[src/rtl/writeback_stage_pkg.sv]
// ============================================================================
// writeback_stage_pkg : shared constants and types for the writeback stage
// Rev 1.0
// ============================================================================
`default_nettype none

package writeback_stage_pkg;

  localparam logic WB_SEL_ALU = 1'b0;
  localparam logic WB_SEL_MEM = 1'b1;

  localparam int DATA_W_DEF   = 16;
  localparam int REGSEL_W_DEF = 3;
  localparam int CNT_W_DEF    = 16;

  typedef enum logic [0:0] {
    WB_RUN    = 1'b0,
    WB_HALTED = 1'b1
  } wb_state_e;

endpackage : writeback_stage_pkg

`default_nettype wire

[src/rtl/writeback_stage_if.sv]
// ============================================================================
// writeback_stage_if : M/W inputs and register-file / status outputs
// Rev 1.0
// ============================================================================
`default_nettype none

interface writeback_stage_if #(
  parameter int DATA_W   = 16,
  parameter int REGSEL_W = 3,
  parameter int CNT_W    = 16
);

  logic                valid_mw;
  logic                halt_mw;
  logic [DATA_W-1:0]   aluresult_mw;
  logic [DATA_W-1:0]   memreaddata_mw;
  logic                regwrite_mw;
  logic [REGSEL_W-1:0] writeregsel_mw;
  logic                writedatasel_mw;
  logic                stall_w;

  logic                regwrite_wd;
  logic [REGSEL_W-1:0] writeregsel_wd;
  logic [DATA_W-1:0]   writedata_wd;
  logic                halted;
  logic [CNT_W-1:0]    retired_count;

  // Driver side: the memory stage and hazard logic.
  modport master (
    output valid_mw, halt_mw, aluresult_mw, memreaddata_mw, regwrite_mw,
           writeregsel_mw, writedatasel_mw, stall_w,
    input  regwrite_wd, writeregsel_wd, writedata_wd, halted, retired_count
  );

  // Writeback stage side.
  modport slave (
    input  valid_mw, halt_mw, aluresult_mw, memreaddata_mw, regwrite_mw,
           writeregsel_mw, writedatasel_mw, stall_w,
    output regwrite_wd, writeregsel_wd, writedata_wd, halted, retired_count
  );

endinterface : writeback_stage_if

`default_nettype wire

[src/rtl/writeback_stage_mw_pipe_reg.sv]
// ============================================================================
// mw_pipe_reg : width-parameterised pipeline register with sync reset/enable
// Rev 1.0
// ============================================================================
`default_nettype none

module mw_pipe_reg #(
  parameter int W = 8
) (
  input  wire logic         clk,
  input  wire logic         rst,
  input  wire logic         i_en,
  input  wire logic [W-1:0] i_d,
  output logic      [W-1:0] o_q
);

  logic [W-1:0] r_q;

  always_ff @(posedge clk) begin
    if (rst) begin
      r_q <= '0;
    end else if (i_en) begin
      r_q <= i_d;
    end
  end

  assign o_q = r_q;

endmodule : mw_pipe_reg

`default_nettype wire

[src/rtl/writeback_stage.sv]
// ============================================================================
// writeback_stage : M/W register, write-data select, halt FSM, retire counter
// Rev 1.0
// ============================================================================
`default_nettype none

module writeback_stage
  import writeback_stage_pkg::*;
#(
  parameter int DATA_W   = DATA_W_DEF,
  parameter int REGSEL_W = REGSEL_W_DEF,
  parameter int CNT_W    = CNT_W_DEF
) (
  input wire logic          clk,
  input wire logic          rst,
  writeback_stage_if.slave  wb
);

  localparam int MW_W = 2 * DATA_W + REGSEL_W + 4;

  wb_state_e           r_state;
  wb_state_e           w_state_next;
  logic [CNT_W-1:0]    r_count;
  logic [MW_W-1:0]     w_mw_d;
  logic [MW_W-1:0]     r_mw_q;
  logic                w_load;

  logic                w_valid_w;
  logic                w_halt_w;
  logic [DATA_W-1:0]   w_aluresult_w;
  logic [DATA_W-1:0]   w_memdata_w;
  logic                w_regwrite_w;
  logic [REGSEL_W-1:0] w_writeregsel_w;
  logic                w_writedatasel_w;

  // Once HALT retires the register is frozen until reset.
  assign w_load = ~wb.stall_w & (r_state == WB_RUN);

  assign w_mw_d = {wb.valid_mw, wb.halt_mw, wb.aluresult_mw, wb.memreaddata_mw,
                   wb.regwrite_mw, wb.writeregsel_mw, wb.writedatasel_mw};

  mw_pipe_reg #(
    .W (MW_W)
  ) u_mw_reg (
    .clk  (clk),
    .rst  (rst),
    .i_en (w_load),
    .i_d  (w_mw_d),
    .o_q  (r_mw_q)
  );

  assign {w_valid_w, w_halt_w, w_aluresult_w, w_memdata_w,
          w_regwrite_w, w_writeregsel_w, w_writedatasel_w} = r_mw_q;

  always_ff @(posedge clk) begin
    if (rst) begin
      r_state <= WB_RUN;
    end else begin
      r_state <= w_state_next;
    end
  end

  always_comb begin
    w_state_next = r_state;
    case (r_state)
      WB_RUN: begin
        if (w_load && wb.valid_mw && wb.halt_mw) begin
          w_state_next = WB_HALTED;
        end
      end
      WB_HALTED: w_state_next = WB_HALTED;
      default:   w_state_next = WB_RUN;
    endcase
  end

  // HALT counts as retired; the counter sticks at all-ones.
  always_ff @(posedge clk) begin
    if (rst) begin
      r_count <= '0;
    end else if (w_load && wb.valid_mw && (r_count != {CNT_W{1'b1}})) begin
      r_count <= r_count + 1'b1;
    end
  end

  assign wb.regwrite_wd    = w_valid_w & w_regwrite_w & ~w_halt_w;
  assign wb.writeregsel_wd = w_writeregsel_w;
  assign wb.writedata_wd   = (w_writedatasel_w == WB_SEL_MEM) ? w_memdata_w
                                                              : w_aluresult_w;
  assign wb.halted         = (r_state == WB_HALTED);
  assign wb.retired_count  = r_count;

endmodule : writeback_stage

`default_nettype wire

[src/flat_wrapper.sv]
// flat-port wrapper written by rule: the top's interface ports become plain ports
module writeback_stage_flat import writeback_stage_pkg::*;
#(
  parameter int DATA_W   = DATA_W_DEF,
  parameter int REGSEL_W = REGSEL_W_DEF,
  parameter int CNT_W    = CNT_W_DEF
)
  (clk, rst, wb_valid_mw, wb_halt_mw, wb_aluresult_mw, wb_memreaddata_mw, wb_regwrite_mw, wb_writeregsel_mw, wb_writedatasel_mw, wb_stall_w, wb_regwrite_wd, wb_writeregsel_wd, wb_writedata_wd, wb_halted, wb_retired_count);
  writeback_stage_if #(.DATA_W(DATA_W), .REGSEL_W(REGSEL_W), .CNT_W(CNT_W)) wb_i ();
  input wire logic clk;
  input wire logic rst;
  input wire logic [$bits(wb_i.valid_mw)-1:0] wb_valid_mw;
  input wire logic [$bits(wb_i.halt_mw)-1:0] wb_halt_mw;
  input wire logic [$bits(wb_i.aluresult_mw)-1:0] wb_aluresult_mw;
  input wire logic [$bits(wb_i.memreaddata_mw)-1:0] wb_memreaddata_mw;
  input wire logic [$bits(wb_i.regwrite_mw)-1:0] wb_regwrite_mw;
  input wire logic [$bits(wb_i.writeregsel_mw)-1:0] wb_writeregsel_mw;
  input wire logic [$bits(wb_i.writedatasel_mw)-1:0] wb_writedatasel_mw;
  input wire logic [$bits(wb_i.stall_w)-1:0] wb_stall_w;
  output wire logic [$bits(wb_i.regwrite_wd)-1:0] wb_regwrite_wd;
  output wire logic [$bits(wb_i.writeregsel_wd)-1:0] wb_writeregsel_wd;
  output wire logic [$bits(wb_i.writedata_wd)-1:0] wb_writedata_wd;
  output wire logic [$bits(wb_i.halted)-1:0] wb_halted;
  output wire logic [$bits(wb_i.retired_count)-1:0] wb_retired_count;
  assign wb_i.valid_mw = wb_valid_mw;
  assign wb_i.halt_mw = wb_halt_mw;
  assign wb_i.aluresult_mw = wb_aluresult_mw;
  assign wb_i.memreaddata_mw = wb_memreaddata_mw;
  assign wb_i.regwrite_mw = wb_regwrite_mw;
  assign wb_i.writeregsel_mw = wb_writeregsel_mw;
  assign wb_i.writedatasel_mw = wb_writedatasel_mw;
  assign wb_i.stall_w = wb_stall_w;
  assign wb_regwrite_wd = wb_i.regwrite_wd;
  assign wb_writeregsel_wd = wb_i.writeregsel_wd;
  assign wb_writedata_wd = wb_i.writedata_wd;
  assign wb_halted = wb_i.halted;
  assign wb_retired_count = wb_i.retired_count;
  writeback_stage #(.DATA_W(DATA_W), .REGSEL_W(REGSEL_W), .CNT_W(CNT_W)) u_core (.clk(clk), .rst(rst), .wb(wb_i));
endmodule
[config.mk]
export PLATFORM = sky130hd
export DESIGN_NAME = writeback_stage_flat
export DESIGN_NICKNAME = d
export VERILOG_FILES = /design/src/rtl/writeback_stage_pkg.sv /design/src/rtl/writeback_stage_if.sv /design/src/rtl/writeback_stage_mw_pipe_reg.sv /design/src/rtl/writeback_stage.sv /design/src/flat_wrapper.sv
export SDC_FILE = /design/constraint.sdc
export NUM_CORES = 1
export LEC_CHECK = 0
export CAP_MARGIN = 20
export CORE_ASPECT_RATIO = 0.9
export CORE_MARGIN = 2
export CORE_UTILIZATION = 45
export CTS_CLUSTER_DIAMETER = 50
export CTS_CLUSTER_SIZE = 25
export DETAILED_ROUTE_END_ITERATION = 8
export PLACE_DENSITY = 0.87
export RECOVER_POWER = 50
export SETUP_SLACK_MARGIN = 0.3
export SLEW_MARGIN = 20
export SYNTH_ARGS = -nofsm -noshare
export SYNTH_HDL_FRONTEND = slang
export SYNTH_SLANG_ARGS = --single-unit
[constraint.sdc]
create_clock -name clk -period 2.1 [get_ports clk]
set_input_delay 0.315 -clock clk [delete_from_list [all_inputs] [get_ports clk]]
set_output_delay 0.315 -clock clk [all_outputs]
set_load 0.02 [all_outputs]
==> results.yml <==
worst_setup_path:
  crit_type: "input pin to flip-flop"
  critPathLaunchType: "input pin"
  path_cells: "clkdlybuf4s50_1 -> or3b_4 -> or4_4 -> or3_4 -> a21oi_2"
  slowest_stage: "or4_4"
  critPathTopFamily: "simple AND/OR/NAND/NOR gates"
  crit_arrival_ns: 2.06
  crit_fanout: 4
  crit_buf_inv: 1
  cp.required_ns: 2.34
  slowest_delay_ns: 0.44
  cp-end-kind: "flip-flop"
timing:
  hold_viol: 0
  fin_skew_ns: 0.00378
  fmax_mhz: 550
  max_slew_margin_pct: 72.2
  worstMarginPinSlew_ns: 0.417
  finalCriticalPeriod_ns: 1.82
  finalSetupTns_ns: 0
  rsz0062_at_grt: "yes"
  finalCritPeriodShare_pct: 86.6
  drv_slew: 0
  setup_viol_count_final: 0
global_route:
  grt_pass1_wl_um: 9810
  grt_overflow: 0
  grt_max_degree: 41
  grt_util_all_layers_pct: 20.9
  antenna_found_initial: 0
  grt_pass1_vias: 2271
power:
  p_leak_nw: 1.27
  vdd_drop_max_mv: 0.441
  powerDensity_nw_per_um2: 638
  finalPower_w: 0.00218
logic_synthesis:
  synth-main-ff-cell: "dfxtp_1"
  synth.cell_area_um2: 2410
  synth_warnings: 0
  synth_top_cell_area_share_pct: 46.6
  synth_largest_area_cell: "dfxtp_1"
  syn_inst: 293
  synth_area_leaders: "dfxtp_1 (47%), nand2_1 (12%), a21oi_1 (11%), mux2_2 (8.0%), o31ai_1 (2.5%)"
  synthTopCellsByCount: "nand2_1 (80), dfxtp_1 (56), a21oi_1 (53)"
  ys_seq_area_share_pct: 46.6
  synth-seq-cells: 56
  synth_edf_count: 0
  synthMostInstantiatedCell: "nand2_1"
  syn_avg_cell_area_um2: 8.21
  yosysUniqueCellTypes: 32
  synth-async-reset-ratio_pct: 0
  syn_nets: 336
clocking:
  postCtsHoldBufs: 0
  cts.sinks: 56
  insertion_delay_ns: 0.30
  cts_made_buffers: 5
  cts.clk_slew.worst_paths_ns: 0.09
  cts_tree: "yes"
  cts_root_buf: "clkbuf_8"
  clockBufferDepth: 2
  htreeDepth: 2
drt:
  first_pass_iters: 4
  drc: 0
  drt-total-wl_um: 6250
  drtIter0Drc: 80
  vias_per_cell: 5.33
  vias: 2338
  wl_per_cell_um: 14.2
  postRouteAntennaNets: 0
floorplan:
  start_util_pct: 46.3
  die-area_um2: 5950
  fp-row-count: 25
  die_w_um: 81.1
  core_area_um2: 5190
  die_y_um: 73.4
  num_io_pins: 79
layout:
  antenna_cells: 0
  fin_nets: 414
  final_cells: 439
  final_cell_area_um2: 3420
  fin_util_pct: 66.0
  layout-drive-gt1-share_pct: 19.9
  layout.area.seq_um2: 1130
  nFillCells: 482
  synthToLayoutAreaGrowth_pct: 42.3
  multi_input_area_um2: 1230
run_status:
  status: "finished, final reports clean"
placed_design:
  portBuffers: 78
  place_congestion: 0.814
  placed_cells: 429
  dpl.hpwl_um: 4160
  place_area_um2: 3310
job:
  maxCapViolations: 0
worst_hold_path:
  hold_path.class: "input pin to flip-flop"
worst reg2reg max path, delay by kind of cell (launching register included):
kind	cells	cell delay, ns
buffers and inverters	2	0.45
flip-flops	1	0.40
multiplexers	1	0.27
AND/OR/NAND/NOR	3	0.60
cells by family (layout without fill, tap and decap cells):
family / after synthesis / after routing / share of synthesized area (%)
AO/OA/AOI/OAI: 71 / 71 / 16.0
adder cells (fa/ha/maj): 1 / 1 / 0.520
buffers and inverters: 25 / 103 / 4.73
flip-flops: 56 / 56 / 46.6
multiplexers: 17 / 17 / 7.96
AND/OR/NAND/NOR: 123 / 124 / 24.2
placed cells by master, fill, tap and decap left out, types with 4 or more instances in the layout:
cell             Yosys  final
nor2_1               5      4
dfxtp_1             56     48
mux2_2              17     17
nand2_1             80     80
or3_1                6      5
clkdlybuf4s50_1      0     55
or4_1                8      8
o21ai_0              7      7
clkbuf_8             0      6
a21oi_1             53     50
clkbuf_2             0     12
nand4_1              7      7
o31ai_1              8      8
buf_4                3      9
dfxtp_2              0      7
dlygate4sd3_1        0      5
path summary, 6_finish.rpt:
kind / startpoint / end / slack [ns] / cells after the start
worst max-delay path: wb_stall_w / u_core.wb.retired_count[12] / 0.28 / 5
worst min-delay path: rst / u_core.wb.retired_count[12] / 0.42 / 2
worst max register to register: u_core.wb.retired_count[6] / u_core.wb.retired_count[8] / 0.29 / 6
worst min register to register: u_core.u_mw_reg.o_q[18] / u_core.u_mw_reg.o_q[18] / 0.46 / 2
where the power goes:
group          leakage, nW  total, W  internal [W]  switching, W
Sequential           0.462   0.00113       0.00111     0.0000261
Clock               0.0614  0.000722      0.000390      0.000332
Combinational        0.747  0.000326      0.000165      0.000161
Total                 1.27   0.00218       0.00166      0.000519
final cells by class:
| type | instances | share of cell area [%] |
|---|---|---|
| well taps | 67 | 2.45 |
| repair buffers | 92 | 24.7 |
| flip-flops and latches | 56 | 33.1 |
| multi-input cells | 213 | 35.9 |
| clock inverters | 2 | 1.13 |
| clock buffers | 6 | 2.41 |
| inverters | 3 | 0.329 |
metal layers:
layer	global-route usage [%]	wire length [um]
met1	24.8	2730
met5	0	0
met3	3.81	238
met2	38.5	3220
met4	5.84	64
registers in the layout (all words and copies together) (netlist names):
signal and cells:
u_core.wb.halted 1, u_core.u_mw_reg.o_q 39, u_core.wb.retired_count 16
repair_timing:
| item | in CTS | in global routing |
|---|---|---|
| cloned | 0 | 1 |
| buffers inserted | 0 | 1 |
| endpoints found under the setup margin | 23 | 38 |
| pin swaps | 3 | 2 |
| resized for setup | 39 | 27 |
stage by stage:
stage / setup WS [ns] / hold slack, ns
after floorplan: 0.308 / 0.432
after global placement: -0.0543 / 0.439
after detailed placement: -0.141 / 0.446
after CTS: 0.266 / 0.414
after global routing: 0.155 / 0.423
final: 0.281 / 0.416
No activity file was read; power rests on OpenSTA's default activity.
